File: config.mk
export PLATFORM = sky130hd
export DESIGN_NAME = irq_onehot_arbiter_flat
export DESIGN_NICKNAME = d
export VERILOG_FILES = /design/src/rtl/irq_onehot_arbiter_if.sv /design/src/rtl/irq_onehot_arbiter.sv /design/src/flat_wrapper.sv
export SDC_FILE = /design/constraint.sdc
export NUM_CORES = 1
export LEC_CHECK = 0
export BUFFER_PORTS_ARGS = -buffer_cell sky130_fd_sc_hd__buf_2
export CAP_MARGIN = 15
export CORE_MARGIN = 2
export CORE_UTILIZATION = 40
export CTS_CLUSTER_SIZE = 25
export DETAILED_ROUTE_END_ITERATION = 16
export PLACE_DENSITY_LB_ADDON = 0.2
export SLEW_MARGIN = 40
export SYNTH_ARGS = -nofsm -noshare
export SYNTH_HDL_FRONTEND = slang
export SYNTH_SLANG_ARGS = --single-unit
File: constraint.sdc
create_clock -name clk -period 1.4 [get_ports clk]
set_clock_uncertainty 0.15 [all_clocks]
set_input_delay 0.28 -clock clk [delete_from_list [all_inputs] [get_ports clk]]
set_output_delay 0.28 -clock clk [all_outputs]
set_load 0.01 [all_outputs]
File: src/rtl/irq_onehot_arbiter_if.sv
// Interface between the request/mask/ack side and the arbiter.
// The master drives the requests and the acknowledge; the slave (the arbiter) drives the grant and status.
interface irq_onehot_arbiter_if #(
  parameter int WIDTH = 8
);
  logic [WIDTH-1:0] req;
  logic [WIDTH-1:0] mask;
  logic             ack;
  logic [WIDTH-1:0] a;
  logic             en;
  logic [WIDTH-1:0] pending;
  logic             busy;
  logic             overrun;

  modport master (
    output req, mask, ack,
    input  a, en, pending, busy, overrun
  );

  modport slave (
    input  req, mask, ack,
    output a, en, pending, busy, overrun
  );
endinterface

File: src/rtl/irq_onehot_arbiter.sv
// Captures rising edges on request lines as pending events.
// Presents the highest-priority unmasked event as a registered one-hot grant for the 8-to-3 encoder.
module irq_onehot_arbiter #(
  parameter int WIDTH = 8
) (
  input  logic                 clk,
  input  logic                 rst_n,
  irq_onehot_arbiter_if.slave  bus
);

  typedef enum logic [1:0] {IDLE, PRESENT, GAP} state_t;

  state_t           state_reg;
  logic [WIDTH-1:0] req_q_reg;
  logic [WIDTH-1:0] pending_reg;
  logic [WIDTH-1:0] a_reg;
  logic             en_reg;
  logic             overrun_reg;

  logic [WIDTH-1:0] edge_vec;
  logic [WIDTH-1:0] eligible;
  logic [WIDTH-1:0] retire;
  logic [WIDTH-1:0] pick;
  logic [WIDTH-1:0] pending_next;

  assign edge_vec     = bus.req & ~req_q_reg;
  assign eligible     = pending_reg & ~bus.mask;
  assign retire       = (state_reg == PRESENT && bus.ack) ? a_reg : '0;
  // A new edge on the bit being retired re-arms it: set wins over clear.
  assign pending_next = (pending_reg & ~retire) | edge_vec;

  // Bit gi wins only if no higher-numbered bit is eligible.
  generate
    for (genvar gi = 0; gi < WIDTH; gi++) begin : g_pick
      assign pick[gi] = eligible[gi] & ~(|(eligible >> (gi + 1)));
    end
  endgenerate

  always_ff @(posedge clk or negedge rst_n) begin
    if (!rst_n) begin
      state_reg   <= IDLE;
      req_q_reg   <= '0;
      pending_reg <= '0;
      a_reg       <= '0;
      en_reg      <= 1'b0;
      overrun_reg <= 1'b0;
    end else begin
      req_q_reg   <= bus.req;
      pending_reg <= pending_next;
      overrun_reg <= overrun_reg | (|(edge_vec & pending_reg));
      case (state_reg)
        IDLE: begin
          if (|eligible) begin
            a_reg     <= pick;
            en_reg    <= 1'b1;
            state_reg <= PRESENT;
          end else begin
            a_reg  <= '0;
            en_reg <= 1'b0;
          end
        end
        PRESENT: begin
          // Grant is frozen here; only ack can end it.
          if (bus.ack) begin
            a_reg     <= '0;
            en_reg    <= 1'b0;
            state_reg <= GAP;
          end
        end
        GAP: begin
          state_reg <= IDLE;
        end
        default: begin
          a_reg     <= '0;
          en_reg    <= 1'b0;
          state_reg <= IDLE;
        end
      endcase
    end
  end

  assign bus.a       = a_reg;
  assign bus.en      = en_reg;
  assign bus.pending = pending_reg;
  assign bus.busy    = (state_reg != IDLE);
  assign bus.overrun = overrun_reg;

endmodule

File: src/flat_wrapper.sv
// flat-port wrapper written by rule: the top's interface ports become plain ports
module irq_onehot_arbiter_flat 
#(
  parameter int WIDTH = 8
)
  (clk, rst_n, bus_req, bus_mask, bus_ack, bus_a, bus_en, bus_pending, bus_busy, bus_overrun);
  irq_onehot_arbiter_if #(.WIDTH(WIDTH)) bus_i ();
  input  logic clk;
  input  logic rst_n;
  input wire logic [$bits(bus_i.req)-1:0] bus_req;
  input wire logic [$bits(bus_i.mask)-1:0] bus_mask;
  input wire logic [$bits(bus_i.ack)-1:0] bus_ack;
  output wire logic [$bits(bus_i.a)-1:0] bus_a;
  output wire logic [$bits(bus_i.en)-1:0] bus_en;
  output wire logic [$bits(bus_i.pending)-1:0] bus_pending;
  output wire logic [$bits(bus_i.busy)-1:0] bus_busy;
  output wire logic [$bits(bus_i.overrun)-1:0] bus_overrun;
  assign bus_i.req = bus_req;
  assign bus_i.mask = bus_mask;
  assign bus_i.ack = bus_ack;
  assign bus_a = bus_i.a;
  assign bus_en = bus_i.en;
  assign bus_pending = bus_i.pending;
  assign bus_busy = bus_i.busy;
  assign bus_overrun = bus_i.overrun;
  irq_onehot_arbiter #(.WIDTH(WIDTH)) u_core (.clk(clk), .rst_n(rst_n), .bus(bus_i));
endmodule
==> flow_metrics.tcl, run 1 <==
set metrics [dict create \
    p_int_mw 1.26 \
    grt_util_all_layers_pct 17.7 \
    dp_cells 183 \
    cts_buffers 3 \
    grt_pass1_vias 997 \
    fp.dieH_um 58.4 \
    max_cap_violations 0 \
    seqPwrFrac_pct 52.4 \
    synth_cell_types 25 \
    slowest_stage "dfrtp_1" \
    ant_nets 0 \
    layout-drive-gt1-share_pct 39.5 \
    r2r_setup_slack_ns -0.08 \
    fin_tns_setup_ns -0.784 \
    drt_iter0_markers 30 \
    violations "setup timing" \
    p_leak_nw 0.846 \
    clk_path_buf_depth 2 \
    p_per_area_nw_per_um2 1060 \
    endpoint_kind "output pin" \
    grt_pass1_wl_um 4510 \
    ir_drop_v 0.000657 \
    rsz0062_at_grt "true" \
    critPathRequiredTime_ns 0.97 \
    num_vias 1005 \
    cts_tree "yes" \
    p_comb_share_pct 25.1 \
    path_buf_inv 2 \
    grt_max_degree 17 \
    tightest_slew_ns 0.341 \
    first_pass_iters 4 \
    port_buffers 37 \
    fmax_mhz 656 \
    power_mw 1.77 \
    cp_cell_sequence "nor2_2 > inv_1 > buf_2" \
    criticalPathCategory "flip-flop to output pin" \
    start_kind "flip-flop" \
    cpPeakStageDelay_ns 0.42 \
    dieArea_um2 3410 \
    synth_fp_nets 130 \
    crit_start "u_core.state_reg[0]" \
    num_io_pins 38 \
    diodes 0 \
    instances_no_fill 203 \
    drc_errors 0 \
    die_w_um 58.4 \
    rows 19 \
    relSlewSlack_pct 77.3 \
    final-hold-violation-count 0 \
    fin_util_pct 60.2 \
    setup_viol 15 \
    nets 192 \
    area_delta_synth_final_pct 41.6 \
    period_needed_ns 1.53 \
    slew_violations 0 \
    clkSlewWorstSetupHoldPaths_ns 0.15 \
    switching_share_pct 28.7 \
    seq_area_frac_synth_pct 59.3 \
    syn_area_per_cell_um2 10.7 \
    clkLatencyLatePin_ns 0.34 \
    clockPowerShare_pct 22.6 \
    cp_top_family "flip-flops" \
    cp.depth 3 \
    hold_class "input port to flip-flop" \
    dp_hpwl_um 1970 \
    rr_worst_depth 7 \
    setup_ws_ns -0.125 \
    endpoint "bus_busy" \
    drt-vias-per-instance 4.95 \
    core_area_um2 2780 \
    grt_overflow 0 \
    fin_crit_sh_pct 109 \
    ys.warnings.count 0 \
    wl_um 2710 \
    power.switching_uw 509 \
    antenna_found_initial 0 \
    postSynthCellCount 111 \
    worstReg2RegStart "u_core.state_reg[1]" \
    htreeDepth 1 \
    critPathArrivalTime_ns 1.10 \
    gp_congestion 0.755 \
    initial_core_util_pct 42.5 \
    worstReg2RegEnd "u_core.bus.pending[0]" \
    run_status "complete, but fails checks" \
    ys_ff_latch 28 \
    clock_sinks 28 \
    path_max_fanout 2 \
    synth_area_um2 1180 \
    preCtsSetupSlack_ns 0.0505 \
    avgRoutedWirePerCell_um 13.4 \
    cts_root_buffer "clkbuf_4" \
]
-- routing by layer --
layer	track usage, %	wire length, um
met4	7.97	45
met2	27.0	1280
met5	0	0
met1	24.6	1240
met3	3.30	141
-- worst reg2reg max path, stage by stage (launching register included) --
cell and delay (ns):
dfrtp_1 0.42, buf_4 0.14, buf_6 0.11, and3b_2 0.25, buf_6 0.14, nand2_1 0.06
nand2_1 0.06, o21ai_1 0.06
-- power groups by stage --
| stage | registers, mW | logic [mW] | clock network (mW) |
|---|---|---|---|
| finish | 0.929 | 0.445 | 0.400 |
| global route | 0.939 | 0.496 | 0.434 |
| CTS | 0.926 | 0.390 | 0.408 |
| detailed placement | 0.948 | 0.342 | 0 |
| global placement | 0.941 | 0.338 | 0 |
| floorplan | 0.960 | 0.157 | 0 |
-- layout make-up --
| class | count | area, um^2 |
|---|---|---|
| fillers | 265 | 1110 |
| flip-flops and latches | 28 | 702 |
| multi-input cells | 73 | 472 |
| repair buffers | 57 | 388 |
| well taps | 31 | 38.8 |
| inverters | 10 | 37.5 |
| clock buffers | 4 | 36.3 |
-- timing repair --
action | CTS | global route
gates cloned | 0 | 1
endpoints found under the setup margin | 1 | 18
setup buffers | 3 | 3
hold buffers | 9 | 0
hold endpoints to repair | 36 | 0
gates resized for setup | 0 | 14
pin swaps | 2 | 7
-- cells by family after synthesis --
| kind of cell | share of synthesized area [%] |
|---|---|
| buffers and inverters | 3.60 |
| AOI/OAI and AO/OA | 10.3 |
| DFF | 59.3 |
| and+or+nand+nor | 25.6 |
| muxes | 1.27 |
-- placed cells by master, fill, tap and decap left out --
cell	count
nor2b_2	1
nor3b_1	1
buf_12	1
clkbuf_8	1
buf_4	7
nand4_1	3
o21ai_1	9
nand3_1	1
inv_1	10
nand2b_1	2
nand3_2	1
dfrtp_2	1
clkbuf_4	3
nor2_2	2
mux2_4	2
nor3_2	1
o21a_1	1
dfrtp_1	27
nand2_1	17
and3b_2	1
o21ai_2	1
nor2_1	2
nand3b_1	7
a21oi_1	2
nor2b_1	6
dlygate4sd3_1	9
or4_1	1
a32o_1	1
a22o_1	5
nor2b_4	2
buf_2	36
buf_6	4
nand2_2	4
-- metrics by stage --
stage          hold slack, ns  instance area (um^2)
4_1_cts                0.0105                  1600
6_report              0.00904                  1670
5_1_grt                0.0134                  1670
3_5_place_dp           0.0480                  1450
2_1_floorplan          -0.166                  1180
3_3_place_gp           0.0410                  1450
-- how the worst min path moves through the flow --
stage	from	endpoint	slack (ns)	depth (start not counted)
floorplan	rst_n	u_core.bus.a[0]	-0.17	0
global placement	rst_n	u_core.bus.a[6]	0.04	1
detailed placement	rst_n	u_core.bus.a[6]	0.05	1
CTS	bus_req[7]	u_core.bus.pending[7]	0.01	3
global route	bus_req[7]	u_core.bus.pending[7]	0.01	3
finish	bus_req[6]	u_core.bus.pending[6]	0.009	3
-- Yosys cell counts --
| master | n | share of area, % |
|---|---|---|
| a21oi_1 | 2 | 0.85 |
| a22o_1 | 5 | 3.7 |
| a32o_1 | 1 | 0.85 |
| and3b_1 | 1 | 0.74 |
| buf_2 | 1 | 0.42 |
| dfrtp_1 | 28 | 59 |
| inv_1 | 10 | 3.2 |
| mux2_4 | 1 | 1.3 |
| nand2_1 | 21 | 6.7 |
| nand2b_1 | 2 | 1.1 |
| nand3_1 | 1 | 0.42 |
| nand3_2 | 1 | 0.85 |
| nand3b_1 | 7 | 4.4 |
| nand4_1 | 3 | 1.6 |
| nor2_1 | 3 | 0.95 |
| nor2_2 | 1 | 0.53 |
| nor2b_1 | 6 | 3.2 |
| nor2b_2 | 1 | 0.74 |
| nor2b_4 | 2 | 2.3 |
| nor3_2 | 1 | 0.85 |
| nor3b_1 | 1 | 0.64 |
| o21a_1 | 1 | 0.64 |
| o21ai_0 | 1 | 0.42 |
| o21ai_1 | 9 | 3.8 |
| or4_1 | 1 | 0.64 |
Note: power is estimated with default switching activity, not from simulation.
==> run 2, diff against run 1 <==
--- a/config.mk
+++ b/config.mk
@@ -11,7 +11,7 @@
 export CORE_UTILIZATION = 40
 export CTS_CLUSTER_SIZE = 25
 export DETAILED_ROUTE_END_ITERATION = 16
-export PLACE_DENSITY_LB_ADDON = 0.2
+export PLACE_DENSITY = 0.66
 export SLEW_MARGIN = 40
 export SYNTH_ARGS = -nofsm -noshare
 export SYNTH_HDL_FRONTEND = slang
==> flow_metrics.tcl, run 2 (same netlist as run 1, synthesis figures left out) <==
set metrics [dict create \
    core_area_um2 2780 \
    ant_nets 0 \
    initial_core_util_pct 42.5 \
    area_delta_synth_final_pct 42.6 \
    tightest_slew_ns 0.367 \
    clock_sinks 28 \
    power_mw 1.74 \
    clkSlewWorstSetupHoldPaths_ns 0.14 \
    drt-vias-per-instance 5.13 \
    fp.dieH_um 58.4 \
    cp_cell_sequence "nor2_2 > inv_1 > buf_2" \
    rr_worst_depth 4 \
    antenna_found_initial 0 \
    setup_ws_ns -0.0793 \
    cts_root_buffer "clkbuf_4" \
    instances_no_fill 204 \
    drc_errors 0 \
    wl_um 2840 \
    fin_crit_sh_pct 106 \
    dp_cells 183 \
    gp_congestion 0.839 \
    port_buffers 37 \
    max_cap_violations 0 \
    clkLatencyLatePin_ns 0.32 \
    die_w_um 58.4 \
    clk_path_buf_depth 2 \
    postPlaceCellArea_um2 1450 \
    start_kind "flip-flop" \
    htreeDepth 1 \
    rsz0062_at_grt "true" \
    layout-drive-gt1-share_pct 39.3 \
    p_per_area_nw_per_um2 1030 \
    p_leak_nw 0.847 \
    ir_drop_v 0.000770 \
    criticalPathCategory "flip-flop to output pin" \
    num_vias 1047 \
    nets 194 \
    diodes 0 \
    hold_class "input port to flip-flop" \
    grt_overflow 0 \
    drt_iter0_markers 30 \
    avgRoutedWirePerCell_um 13.9 \
    grt_max_degree 16 \
    path_max_fanout 2 \
    worstHoldStart "bus_req[4]" \
    layout_commonest_cell "buf_2" \
    worstHoldEndpoint "u_core.bus.pending[4]" \
    violations "setup timing" \
    dieArea_um2 3410 \
    dp_hpwl_um 2010 \
    run_status "complete, but fails checks" \
    period_needed_ns 1.48 \
    final-hold-violation-count 0 \
    path_buf_inv 2 \
    setup_viol 15 \
    rows 19 \
    stdcell_area_um2 1690 \
    cts_tree "yes" \
    num_io_pins 38 \
    slew_violations 0 \
    endpoint_kind "output pin" \
    grt_pass1_wl_um 4500 \
    cts_buffers 3 \
    critPathArrivalTime_ns 1.05 \
    cp_top_family "flip-flops" \
    critPathRequiredTime_ns 0.97 \
    r2r_setup_slack_ns -0.08 \
    worstReg2RegEnd "u_core.bus.a[3]" \
    slowest_stage "dfrtp_1" \
    mostFrequentLayoutCells "37 x buf_2, 28 x dfrtp_1, 20 x nand2_1" \
    first_pass_iters 4 \
    grt_util_all_layers_pct 17.4 \
    worstReg2RegStart "u_core.state_reg[0]" \
    min_path_cells 3 \
    fmax_mhz 676 \
    relSlewSlack_pct 75.5 \
    cpPeakStageDelay_ns 0.42 \
    grt_pass1_vias 1008 \
]
## run 2: layout make-up
type                            count  area (um^2)
Clock buffer                        3         22.5
Sequential cell                    28          701
Multi-Input combinational cell     73          490
Inverter                           10         37.5
Tap cell                           31         38.8
Timing Repair Buffer               59          397
Fill cell                         238         1090
## run 2: worst reg2reg max path, stage by stage, from the launching register on
cell and delay [ns]:
dfrtp_1 0.42, buf_4 0.14, buf_6 0.12, mux2_4 0.33, a22o_1 0.23
## run 2: how the worst max path moves through the flow
stage / startpoint / to / slack (ns) / cells past startpoint
4_1_cts: u_core.state_reg[1] / bus_busy / -0.10 / 3
6_report: u_core.state_reg[1] / bus_busy / -0.08 / 3
5_1_grt: u_core.state_reg[1] / bus_busy / -0.15 / 3
3_5_place_dp: u_core.bus.pending[6] / u_core.bus.overrun / 0.04 / 3
2_1_floorplan: u_core.bus.pending[6] / u_core.bus.overrun / 0.08 / 3
3_3_place_gp: u_core.bus.pending[5] / u_core.bus.en / 0.07 / 4
## run 2: what timing repair did
action / CTS / global route
hold buffers: 9 / 0
setup endpoints to repair: 1 / 20
gates resized for setup: 2 / 12
cloned: 0 / 1
setup buffers: 9 / 1
endpoints found under the hold margin: 36 / 0
pin swaps: 2 / 11
## run 2: routing by layer
| layer | up-vias | global-route usage (%) | wire [um] |
|---|---|---|---|
| met4 | 0 | 4.98 | 27 |
| met5 | - | 0 | 0 |
| met2 | 46 | 27.8 | 1430 |
| li1 | 499 | - | - |
| met1 | 498 | 23.7 | 1180 |
| met3 | 4 | 3.96 | 199 |
## run 2: report_power, final
part	switching, mW	total (mW)	leakage [nW]	internal, mW
registers	0.0549	0.929	0.320	0.874
clock network	0.219	0.320	0.0138	0.101
logic	0.234	0.488	0.513	0.254
## run 2: metrics by stage
stage          setup slack [ns]  hold WS, ns  setup TNS [ns]  util, %
5_1_grt                  -0.152       0.0139           -1.49     60.6
3_3_place_gp             0.0704       0.0612               0     52.2
6_report                -0.0793       0.0281          -0.645     60.6
4_1_cts                  -0.100       0.0152          -0.123     59.1
2_1_floorplan            0.0805       -0.166               0        -
3_5_place_dp             0.0397       0.0674               0     52.2
==> run 3, diff against run 2 <==
--- a/config.mk
+++ b/config.mk
@@ -5,13 +5,13 @@
 export SDC_FILE = /design/constraint.sdc
 export NUM_CORES = 1
 export LEC_CHECK = 0
-export BUFFER_PORTS_ARGS = -buffer_cell sky130_fd_sc_hd__buf_2
 export CAP_MARGIN = 15
 export CORE_MARGIN = 2
 export CORE_UTILIZATION = 40
 export CTS_CLUSTER_SIZE = 25
 export DETAILED_ROUTE_END_ITERATION = 16
-export PLACE_DENSITY = 0.66
+export DONT_BUFFER_PORTS = 1
+export PLACE_DENSITY = 0.55
 export SLEW_MARGIN = 40
 export SYNTH_ARGS = -nofsm -noshare
 export SYNTH_HDL_FRONTEND = slang
==> constraint.sdc (replaced) <==
create_clock -name clk -period 1.4 [get_ports clk]
set_clock_uncertainty 0.15 [all_clocks]
set_input_delay 0 -clock clk [delete_from_list [all_inputs] [get_ports clk]]
set_output_delay 0 -clock clk [all_outputs]
set_load 0.01 [all_outputs]
==> flow_metrics.tcl, run 3 (same netlist as run 1, synthesis figures left out) <==
set metrics [dict create \
    run_status "finished clean" \
    drt_iter0_markers 41 \
    worstHoldEndpoint "u_core.req_q_reg[2]" \
    wl_um 2550 \
    nets 169 \
    clk_path_buf_depth 2 \
    dp_hpwl_um 1880 \
    ir_drop_v 0.000699 \
    rr_worst_depth 4 \
    htreeDepth 1 \
    gp_congestion 0.700 \
    instances_no_fill 180 \
    num_vias 915 \
    tightest_slew_ns 0.272 \
    diodes 0 \
    power_mw 1.67 \
    rows 19 \
    clock_sinks 28 \
    cts_root_buffer "clkbuf_4" \
    first_pass_iters 4 \
    p_comb_share_pct 20.3 \
    initial_core_util_pct 42.5 \
    cp_cell_sequence "nor2b_4 > nor3_2 > nand4_1 > o21a_1" \
    avgRoutedWirePerCell_um 14.2 \
    relSlewSlack_pct 81.8 \
    port_buffers 0 \
    critPathArrivalTime_ns 1.45 \
    dr_wl_met3_um 157 \
    grt_max_degree 29 \
    period_needed_ns 1.38 \
    fin_crit_sh_pct 98.4 \
    layout_commonest_cell "dfrtp_1" \
    rsz0062_at_grt "true" \
    critPathRequiredTime_ns 1.48 \
    clkLatencyLatePin_ns 0.32 \
    fp.dieH_um 58.4 \
    endpoint_kind "flip-flop" \
    p_leak_nw 0.745 \
    start_kind "flip-flop" \
    cpPeakStageDelay_ns 0.43 \
    grt_util_all_layers_pct 16.8 \
    multi_input_area_um2 439 \
    antenna_found_initial 0 \
    grt_pass1_wl_um 4280 \
    min_path_cells 1 \
    core_area_um2 2780 \
    hold_class "input port to flip-flop" \
    r2r_setup_slack_ns 0.02 \
    p_int_mw 1.21 \
    worstHoldStart "bus_req[2]" \
    worstReg2RegEnd "u_core.state_reg[0]" \
    area_delta_synth_final_pct 33.2 \
    seqPwrFrac_pct 56.7 \
    drc_errors 0 \
    stdcell_area_um2 1580 \
    power.switching_uw 462 \
    num_io_pins 38 \
    mostFrequentLayoutCells "28 x dfrtp_1, 21 x nand2_1, 19 x dlygate4sd3_1" \
    cts_tree "yes" \
    final-hold-violation-count 0 \
    ant_nets 0 \
    cts_buffers 3 \
    worstReg2RegStart "u_core.bus.pending[5]" \
    dp_cells 153 \
    top_layer_used "met4" \
    slew_violations 0 \
    wl_met2_um 1230 \
    die_w_um 58.4 \
    path_max_fanout 4 \
    drt-vias-per-instance 5.08 \
    fmax_mhz 726 \
    grt_overflow 0 \
    setup_viol 0 \
    switching_share_pct 27.7 \
    postPlaceCellArea_um2 1310 \
    criticalPathCategory "flip-flop to flip-flop" \
    clkSlewWorstSetupHoldPaths_ns 0.15 \
    clockPowerShare_pct 23.0 \
    max_cap_violations 0 \
    final-seq-area_um2 701 \
    fillers 264 \
    p_per_area_nw_per_um2 1060 \
    grt_pass1_vias 902 \
    drt-met1-wl_um 1150 \
    whs_ns 0.108 \
    slowest_stage "dfrtp_1" \
    layout-drive-gt1-share_pct 18.1 \
    dieArea_um2 3410 \
    cts_resized 0 \
]
## run 3: cell types whose count changed in the layout (fill, tap and decap cells not counted), sizes merged
cell,change
buf,-34
dlygate4sd3,+10
mux2,-1
clkbuf,+1
## run 3: metrics by stage
stage	TNS [ns]	worst slack (ns)	utilization, %
after CTS	0	0.0237	55.8
after floorplan	0	0.0805	-
final	0	0.0222	56.6
after global placement	0	0.0525	47.0
after detailed placement	0	0.0425	47.0
after global routing	-0.108	-0.0456	56.6
## run 3: layout make-up
type | count | share of cell area [%]
flip-flops and latches | 28 | 44.5
well taps | 31 | 2.46
inverters | 10 | 2.38
repair buffers | 35 | 20.5
multi-input cells | 72 | 27.9
clock buffers | 4 | 2.30
## run 3: timing repair
item,4_1_cts,5_1_grt
hold buffers,20,0
endpoints found under the hold margin,56,0
endpoints found under the setup margin,0,5
buffers inserted,0,3
## run 3: per-layer routing
| metal | up-vias | global-route usage, % |
|---|---|---|
| met5 | - | 0 |
| met2 | 32 | 27.6 |
| met3 | 2 | 3.52 |
| met4 | 0 | 5.98 |
| met1 | 434 | 21.9 |
| li1 | 447 | - |
## run 3: power groups by stage
stage | clock [mW] | combinational, mW | sequential (mW)
floorplan | 0 | 0.157 | 0.960
global placement | 0 | 0.255 | 0.959
detailed placement | 0 | 0.256 | 0.963
CTS | 0.402 | 0.331 | 0.947
global route | 0.437 | 0.377 | 0.959
finish | 0.385 | 0.339 | 0.946
## run 3: worst max path at each step
stage	cells past startpoint	startpoint	end	slack [ns]
2_1_floorplan	3	u_core.bus.pending[6]	u_core.bus.overrun	0.08
3_3_place_gp	4	u_core.bus.pending[5]	u_core.bus.en	0.05
3_5_place_dp	4	u_core.bus.pending[5]	u_core.bus.en	0.04
4_1_cts	4	u_core.bus.pending[5]	u_core.bus.en	0.02
5_1_grt	4	u_core.bus.pending[5]	u_core.state_reg[0]	-0.05
6_report	4	u_core.bus.pending[5]	u_core.state_reg[0]	0.02
## run 3: critical path, delay by kind of cell, from the launching register on
family	cells	cell delay (ns)
simple gates	3	0.49
flops	1	0.43
compound gates	1	0.21
